File: src/rtl/pcs_transmisor.sv
// 1000BASE-X PCS transmit: registers GMII octets and emits 8b/10b code-groups with idle,
// start, end-of-packet and error ordered sets, tracking running disparity.
module pcs_transmisor (
  input  logic       clk,
  input  logic       mr_main_reset,
  input  logic       TX_EN,
  input  logic       TX_ER,
  input  logic [7:0] TXD,
  output logic [9:0] tx_code_group,
  output logic       tx_even,
  output logic       transmitting
);

  typedef enum logic [3:0] {
    StIdle  = 4'b0001,
    StData  = 4'b0010,
    StEndR1 = 4'b0100,
    StEndR2 = 4'b1000
  } state_e;

  localparam logic [7:0] K23_7 = 8'hF7;
  localparam logic [7:0] K27_7 = 8'hFB;
  localparam logic [7:0] K29_7 = 8'hFD;
  localparam logic [7:0] K30_7 = 8'hFE;
  localparam logic [7:0] D16_2 = 8'h50;
  localparam logic [7:0] D5_6  = 8'hC5;
  localparam logic [9:0] K28_5_NEG = 10'b0011111010;
  localparam logic [9:0] K28_5_POS = 10'b1100000101;

  // 5b/6b RD- column; the RD+ form is the complement for unbalanced codes and D.7.
  function automatic logic [5:0] enc6_neg(input logic [4:0] y);
    logic [5:0] c;
    case (y)
      5'd0:  c = 6'b100111;  5'd1:  c = 6'b011101;  5'd2:  c = 6'b101101;  5'd3:  c = 6'b110001;
      5'd4:  c = 6'b110101;  5'd5:  c = 6'b101001;  5'd6:  c = 6'b011001;  5'd7:  c = 6'b111000;
      5'd8:  c = 6'b111001;  5'd9:  c = 6'b100101;  5'd10: c = 6'b010101;  5'd11: c = 6'b110100;
      5'd12: c = 6'b001101;  5'd13: c = 6'b101100;  5'd14: c = 6'b011100;  5'd15: c = 6'b010111;
      5'd16: c = 6'b011011;  5'd17: c = 6'b100011;  5'd18: c = 6'b010011;  5'd19: c = 6'b110010;
      5'd20: c = 6'b001011;  5'd21: c = 6'b101010;  5'd22: c = 6'b011010;  5'd23: c = 6'b111010;
      5'd24: c = 6'b110011;  5'd25: c = 6'b100110;  5'd26: c = 6'b010110;  5'd27: c = 6'b110110;
      5'd28: c = 6'b001110;  5'd29: c = 6'b101110;  5'd30: c = 6'b011110;  default: c = 6'b101011;
    endcase
    return c;
  endfunction

  function automatic logic [3:0] enc4_neg(input logic [2:0] x);
    logic [3:0] c;
    case (x)
      3'd0: c = 4'b1011;  3'd1: c = 4'b1001;  3'd2: c = 4'b0101;  3'd3: c = 4'b1100;
      3'd4: c = 4'b1101;  3'd5: c = 4'b1010;  3'd6: c = 4'b0110;  default: c = 4'b1110;
    endcase
    return c;
  endfunction

  // Returns {rd_after, abcdei, fghj}. K codes handled here are all K.x.7 (forced A7 form).
  function automatic logic [10:0] enc8b10b(input logic [7:0] oct, input logic is_k,
                                           input logic rd);
    logic [5:0] c6;
    logic [3:0] c4;
    logic       neutral6, neutral4, rd6, a7;
    c6       = enc6_neg(oct[4:0]);
    neutral6 = ($countones(c6) == 3);
    if (rd && (!neutral6 || oct[4:0] == 5'd7)) c6 = ~c6;
    rd6 = rd ^ !neutral6;
    a7  = (oct[7:5] == 3'd7) &&
          (is_k || (!rd6 && (oct[4:0] == 5'd17 || oct[4:0] == 5'd18 || oct[4:0] == 5'd20)) ||
           (rd6 && (oct[4:0] == 5'd11 || oct[4:0] == 5'd13 || oct[4:0] == 5'd14)));
    c4       = a7 ? 4'b0111 : enc4_neg(oct[7:5]);
    neutral4 = ($countones(c4) == 2);
    if (rd6 && (!neutral4 || oct[7:5] == 3'd3)) c4 = ~c4;
    return {rd6 ^ !neutral4, c6, c4};
  endfunction

  state_e      state_q, state_d;
  logic        tx_en_q, tx_er_q;
  logic [7:0]  txd_q;
  logic        rd_q, rd_d;
  logic [9:0]  cg_q, cg_d;
  logic        tx_even_q;
  logic        trans_q, trans_d;
  logic        emit_even;
  logic [7:0]  oct;
  logic        is_k, use_k285;
  logic [10:0] enc;

  // Parity of the slot being produced this cycle.
  assign emit_even = ~tx_even_q;

  always_comb begin
    state_d  = StIdle;
    trans_d  = 1'b0;
    oct      = 8'h00;
    is_k     = 1'b0;
    use_k285 = 1'b0;
    case (state_q)
      StIdle: begin
        if (!emit_even) begin
          oct = rd_q ? D16_2 : D5_6;
        end else if (tx_en_q) begin
          oct     = K27_7;
          is_k    = 1'b1;
          state_d = StData;
          trans_d = 1'b1;
        end else begin
          use_k285 = 1'b1;
        end
      end
      StData: begin
        trans_d = 1'b1;
        state_d = StData;
        if (!tx_en_q) begin
          oct     = K29_7;
          is_k    = 1'b1;
          state_d = StEndR1;
        end else if (tx_er_q) begin
          oct  = K30_7;
          is_k = 1'b1;
        end else begin
          oct = txd_q;
        end
      end
      StEndR1: begin
        oct  = K23_7;
        is_k = 1'b1;
        // A second /R/ keeps the following idle run starting on an even slot.
        state_d = emit_even ? StEndR2 : StIdle;
      end
      StEndR2: begin
        oct  = K23_7;
        is_k = 1'b1;
      end
      default: use_k285 = 1'b1;
    endcase

    enc = enc8b10b(oct, is_k, rd_q);
    if (use_k285) begin
      cg_d = rd_q ? K28_5_POS : K28_5_NEG;
      rd_d = ~rd_q;
    end else begin
      cg_d = enc[9:0];
      rd_d = enc[10];
    end
  end

  always_ff @(posedge clk or negedge mr_main_reset) begin
    if (!mr_main_reset) begin
      tx_en_q   <= 1'b0;
      tx_er_q   <= 1'b0;
      txd_q     <= 8'h00;
      state_q   <= StIdle;
      rd_q      <= 1'b1;
      cg_q      <= K28_5_NEG;
      tx_even_q <= 1'b1;
      trans_q   <= 1'b0;
    end else begin
      tx_en_q   <= TX_EN;
      tx_er_q   <= TX_ER;
      txd_q     <= TXD;
      state_q   <= state_d;
      rd_q      <= rd_d;
      cg_q      <= cg_d;
      tx_even_q <= ~tx_even_q;
      trans_q   <= trans_d;
    end
  end

  assign tx_code_group = cg_q;
  assign tx_even       = tx_even_q;
  assign transmitting  = trans_q;

endmodule

File: config.mk
export PLATFORM = sky130hd
export DESIGN_NAME = pcs_transmisor
export DESIGN_NICKNAME = d
export VERILOG_FILES = /design/src/rtl/pcs_transmisor.sv
export SDC_FILE = /design/constraint.sdc
export NUM_CORES = 1
export LEC_CHECK = 0
export BUFFER_PORTS_ARGS = -buffer_cell sky130_fd_sc_hd__clkbuf_2
export CORE_UTILIZATION = 53
export DETAILED_ROUTE_END_ITERATION = 12
export HOLD_SLACK_MARGIN = 0.08
export PLACE_DENSITY = 0.82
export SKIP_CTS_REPAIR_TIMING = 1
export SLEW_MARGIN = 30
export SYNTH_ARGS = -nofsm -noshare
export SYNTH_HDL_FRONTEND = slang
export SYNTH_SLANG_ARGS = --single-unit
File: constraint.sdc
create_clock -name clk -period 7.65 [get_ports clk]
set_clock_uncertainty 0.15 [all_clocks]
set_input_delay 1.53 -clock clk [delete_from_list [all_inputs] [get_ports clk]]
set_output_delay 1.53 -clock clk [all_outputs]
set_load 0.03 [all_outputs]
# Word-level counts from Yosys, hierarchy flattened
# Memory sizes are Yosys's and may differ from the RTL's.
# Index checks and enable logic that the tools add are counted.
[op_classes] n_addsub=8 n_eq_ne=20 mux=27 n_bitwise=6 n_reduce_logical=19
[op_table] operator="$mux 8" count=5
[op_table] operator="$pmux 4 s7" count=1
[op_table] operator="$pmux 8 s3" count=1
[op_table] operator="$mux 10" count=2
[op_table] operator="$eq 5x4->1 const B" count=3
[op_table] operator="$eq 5x5->1 const B" count=3
[op_table] operator="$eq 3x3->1 const B" count=4
[op_table] operator="$mux 4" count=3
[op_table] operator="$pmux 4 s3" count=1
[op_table] operator="$add 1x1->2" count=5
[op_table] operator="$eq 3x2->1 const B" count=3
[op_table] operator="$eq 4x2->1 const B" count=2
[op_table] operator="$logic_or 1x1->1" count=8
[op_table] operator="$mux 1" count=7
[op_table] operator="$add 2x2->3" count=2
[op_table] operator="$mux 6" count=1
[op_table] operator="$not 6->6" count=1
[op_table] operator="$eq 5x3->1 const B" count=1
[op_table] operator="$logic_and 1x1->1" count=5
[op_table] operator="$add 3x2->4" count=1
[op_table] operator="$eq 4x1->1 const B" count=1
[op_table] operator="$eq 4x3->1 const B" count=1
[op_table] operator="$eq 4x4->1 const B" count=1
[op_table] operator="$mux 2" count=2
[op_table] operator="11 further kinds" count=16
[word_totals] register_bits=27 mem_bits_ro=192 inputBits=12 out_inout_bits=12 elab_cells=89 memories=1
[memory_table] memory="(name not given)" depth=32 word_bits=6 rd=1 rd_clocked_by_memory_dff=0 wr=0 line="33" source="case (y)"

# Logic depth before layout (Yosys ltp)
# An unclocked memory read counts as a cell.
[logic_depth] ltp_word=24 depth_mapped=32 depth_no_buf=30

# Worst setup path before layout
# No wires, ideal clock.
[synth_path] path_kind="register to register" startpoint="register state_q[0]" endpoint="register cg_q[0], in the netlist tx_code_group[0]" arrival_time_ns=6.996 required_ns=7.375 path_slack_ns=0.379 path_stages_with_launch=31 synth_period_minus_slack_ns=7.271 path_cell_list="dfstp_2 -> buf_6 -> nor4b_4 -> buf_2 -> o211ai_1 -> nand3_1 -> inv_1 -> ha_1 -> nor2_1 -> a221o_1 -> fa_1 -> inv_1 -> fa_1 -> inv_1 -> ha_1 -> inv_1 -> fa_1 -> nand3b_1 -> xor2_1 -> nand2_1 -> a2111oi_4 -> o311ai_4 -> o21a_1 -> fa_1 -> ha_1 -> ha_1 -> nand2_1 -> nand2_1 -> nand2_1 -> o221ai_1 -> mux2_4"
[synth_via] elab_chain_len=24 elab_cells_between_ends=54 classes_between="add/sub (8); eq/ne (19); mux (7); bitwise (2); reduce/logical (17); memory (1)"
[synth_rtl] element="start: declaration" line="74" source="state_e state_q, state_d;"
[synth_rtl] element="start signal: assignment" line="150" source="state_q <= StIdle;"
[synth_rtl] element="start signal: assignment" line="159" source="state_q <= state_d;"
[synth_rtl] element="$eq 4x4->1 or $eq 4x3->1 (tied branches)" line="95" source="case (state_q)"
[synth_rtl] element="$reduce_or 2->1 (no line)"
[synth_rtl] element="$pmux 8 s3" line="95"
[synth_rtl] element="$mem_v2 32x6"
[synth_rtl] element="$add 1x1->2 (not written as such)" line="62" source="neutral6 = ($countones(c6) == 3);"
[synth_rtl] element="$add 2x2->3 (not written as such)" line="62"
[synth_rtl] element="$add 3x2->4 (not written as such)" line="62"
[synth_rtl] element="$eq 4x2->1" line="62"
[synth_rtl] element="[... 9 more ...]"
[synth_rtl] element="$add 2x2->3 (not written as such)" line="69" source="neutral4 = ($countones(c4) == 2);"
[synth_rtl] element="$eq 3x2->1" line="69"
[synth_rtl] element="$logic_not 1->1" line="70" source="if (rd6 && (!neutral4 || oct[7:5] == 3'd3)) c4 = ~c4;"
[synth_rtl] element="$logic_or 1x1->1" line="70"
[synth_rtl] element="$logic_and 1x1->1" line="70"
[synth_rtl] element="$mux 4" line="70"
[synth_rtl] element="$mux 10 (*)" line="136" source="if (use_k285) begin"
[synth_rtl] element="via cg_d[0]" line="78" source="logic [9:0] cg_q, cg_d;"
[synth_rtl] element="end signal: assignment" line="161" source="cg_q <= cg_d;"
[synth_rtl] element="end: declaration" line="78"
# The timed path passes the listed nets; every way through them passes the cells marked *.

# Final worst setup path
# Ends and elaborated chain as after synthesis.

==> results.yml <==
placement:
  place_congestion: 0.9029
  dp_slack_ns: 0.1844
  hpwl_mm: 3.447
  place_area_um2: 2310
  portBuffers: 23
die:
  initial_utilization_pct: 57.23
  coreArea_um2: 3771
  rows: 22
  die_h_um: 65.82
  dieWidth_um: 65.82
  io_pins: 24
  die-area_um2: 4332
clocking:
  clk_pin_slew_ns: 0.10
  clock_latency_ns: 0.28
  cts.sinks: 27
  cts_max_level: 1
  numCtsBuffers: 3
  cts-root-buf: "clkbuf_8"
  tritoncts: "built"
  cts_buffer_depth: 2
yosys:
  mappedNetlistArea_um2: 2158
  yosys-top-cells-area: "dfrtp_1 21%, dfstp_2 11%, ha_1 6.4%, fa_1 3.7%, nand2_1 2.8%"
  synth_top_area_cell: "dfrtp_1"
  synthArstFlopShare_pct: 100.0
  synth-seq-area-share_pct: 31.83
  avgSynthCellArea_um2: 9.855
  syn_nets: 246
  synthCells: 219
  synth-main-ff-cell: "dfrtp_1"
  yosysMostFrequentCell: "dfrtp_1"
  synth_edf_count: 0
  synth_top_area_share_pct: 20.87
  synth.distinct_cells: 67
  yosys_warnings: 0
  synth_common_cells: "18 x dfrtp_1, 16 x nand2_1, 14 x nor2_1"
  synth-seq-cells: 27
global_route:
  grt_first_pass_wirelength_mm: 7.527
  grt-ovfl-total: 0
  antenna_found_initial: 0
  grt_max_degree: 28
  track_usage_pct: 22.21
  first_global_vias: 1651
routing:
  viasPerCell: 5.940
  drc: 0
  drt-initial-drc-count: 120
  post_drt_wl_per_cell_um: 15.27
  vias: 1782
  ant_nets: 0
  drt_pass1_iterations: 4
  wirelength_mm: 4.580
power:
  power_frac_seq_pct: 18.2
  p_per_area_nw_per_um2: 494.1
  p_comb_share_pct: 74.7
  ir_drop_uv: 224.1
  power.share.clock_pct: 7.1
  switchingPower_uw: 578.7
  p_leak_nw: 1.061
  swShare_pct: 47.93
  internal_power_uw: 628.7
min_path:
  hold_class: "reg -> reg"
  min_delay_path_depth: 1
worst_setup_path:
  critical_path_class: "reg -> reg"
  worstPathMaxFanout: 8
  slowest_stage: "dfstp_2"
  slowest_delay_ns: 0.61
  cp-end-kind: "flop"
  worstPathArrival_ns: 7.31
  ff2ff_path_depth: 30
  worst-endpoint-required_ns: 7.67
  cp-start-kind: "flop"
finish:
  fill_cells: 323
  layout-drive-gt1-share_pct: 31.75
  syn2layout_area_growth_pct: 13.22
  fin_area_um2: 2444
  fin_util_pct: 64.80
  diodes: 0
  num-nets-final: 280
sta:
  max_freq_mhz: 137.3
  finalSetupTns_ns: 0
  setup_viol: 0
  min_period_over_period_pct: 95.21
  tightestPinTransition_ns: 0.6798
  fin_crit_ns: 7.283
  drv_slew: 0
  hold_viol: 0
  relSlewSlack_pct: 54.68
  setup_ws_ns: 0.3668
outcome:
  status: "complete, no violations"
run:
  maxCapViolCount: 0
==> routing by layer <==
layer | up-vias | wire length (um) | track usage [%]
met3 | 9 | 186 | 3.448
li1 | 876 | - | -
met5 | - | 0 | 0
met1 | 845 | 2077 | 29.76
met4 | 0 | 60 | 4.076
met2 | 52 | 2256 | 37.76
==> worst paths after layout <==
path                                    start               end  slack, ns
max in group asynchronous       mr_main_reset           tx_er_q       5.85
worst max register to register     state_q[0]  tx_code_group[0]       0.37
worst min-delay path                  tx_even           tx_even       0.36
worst min register to register        tx_even           tx_even       0.36
min in group asynchronous       mr_main_reset  tx_code_group[0]       1.10
worst max-delay path               state_q[0]  tx_code_group[0]       0.37
==> power by group through the flow <==
stage          Clock (mW)  Sequential (mW)  Combinational [mW]
4_1_cts            0.0891            0.222               0.841
5_1_grt            0.0923            0.225                1.00
3_3_place_gp            0            0.222               0.814
3_5_place_dp            0            0.225               0.837
6_report           0.0856            0.220               0.902
2_1_floorplan           0            0.271               0.601
==> cell type report <==
cell class	instances	area, um2	share of cell area [%]
repair buffers	39	235.2	9.626
flip-flops and latches	27	686.9	28.11
well taps	48	60.06	2.458
multi-input cells	172	1375	56.27
clock buffers	3	41.29	1.690
clock inverters	1	7.507	0.3072
inverters	10	37.54	1.536
==> cells in the final DEF, fill, tap and decap left out, types with 3 or more instances in the layout <==
master and instances:
o211ai_1 5, dfstp_2 9, inv_1 10, nor2b_1 4, xnor2_1 5, xor2_1 5, o211ai_2 3, dfrtp_1 18
nand3_1 9, a21oi_1 6, ha_1 10, nand2_2 4, o21a_1 6, nor2_1 14, nand2b_1 3, clkbuf_8 3
mux2i_1 4, clkbuf_2 23, o21ai_1 6, and3_1 3, nand2_1 13, o21ai_2 6, a221o_1 4, o21ai_0 8
nand3b_1 3, fa_1 4, buf_4 16
==> metrics by stage <==
stage,hold slack [ns],power (mW),std cells
final,0.3564,1.207,300
after global routing,0.3980,1.319,300
after detailed placement,0.3344,1.062,286
after floorplan,0.3671,0.8718,219
after global placement,0.3276,1.036,286
after CTS,0.3612,1.151,290
==> critical path: cells and delay by family (launching register included) <==
kind | cells | cell delay (ns)
flip-flops | 1 | 0.61
buffers and inverters | 5 | 0.49
adder cells (fa/ha/maj) | 8 | 2.52
multiplexers | 2 | 0.56
AND/OR/NAND/NOR | 6 | 0.89
AO/OA/AOI/OAI | 8 | 1.75
XOR/XNOR | 1 | 0.19
==> cell families after synthesis <==
logic type / count (synthesis) / share of synthesized area (%)
simple gates: 71 / 18.78
xor+xnor: 10 / 4.058
fa+ha+maj: 15 / 10.09
buf+inv: 20 / 4.927
flops: 27 / 31.83
mux: 6 / 3.072
compound gates: 70 / 27.25
==> state kept, by name (all words and copies together), names as in the netlist <==
name / flops
txd_q: 8
tx_even: 1
transmitting: 1
tx_er_q: 1
tx_code_group: 10
state_q: 4
tx_en_q: 1
rd_q: 1
(Power assumes the default switching activity.)
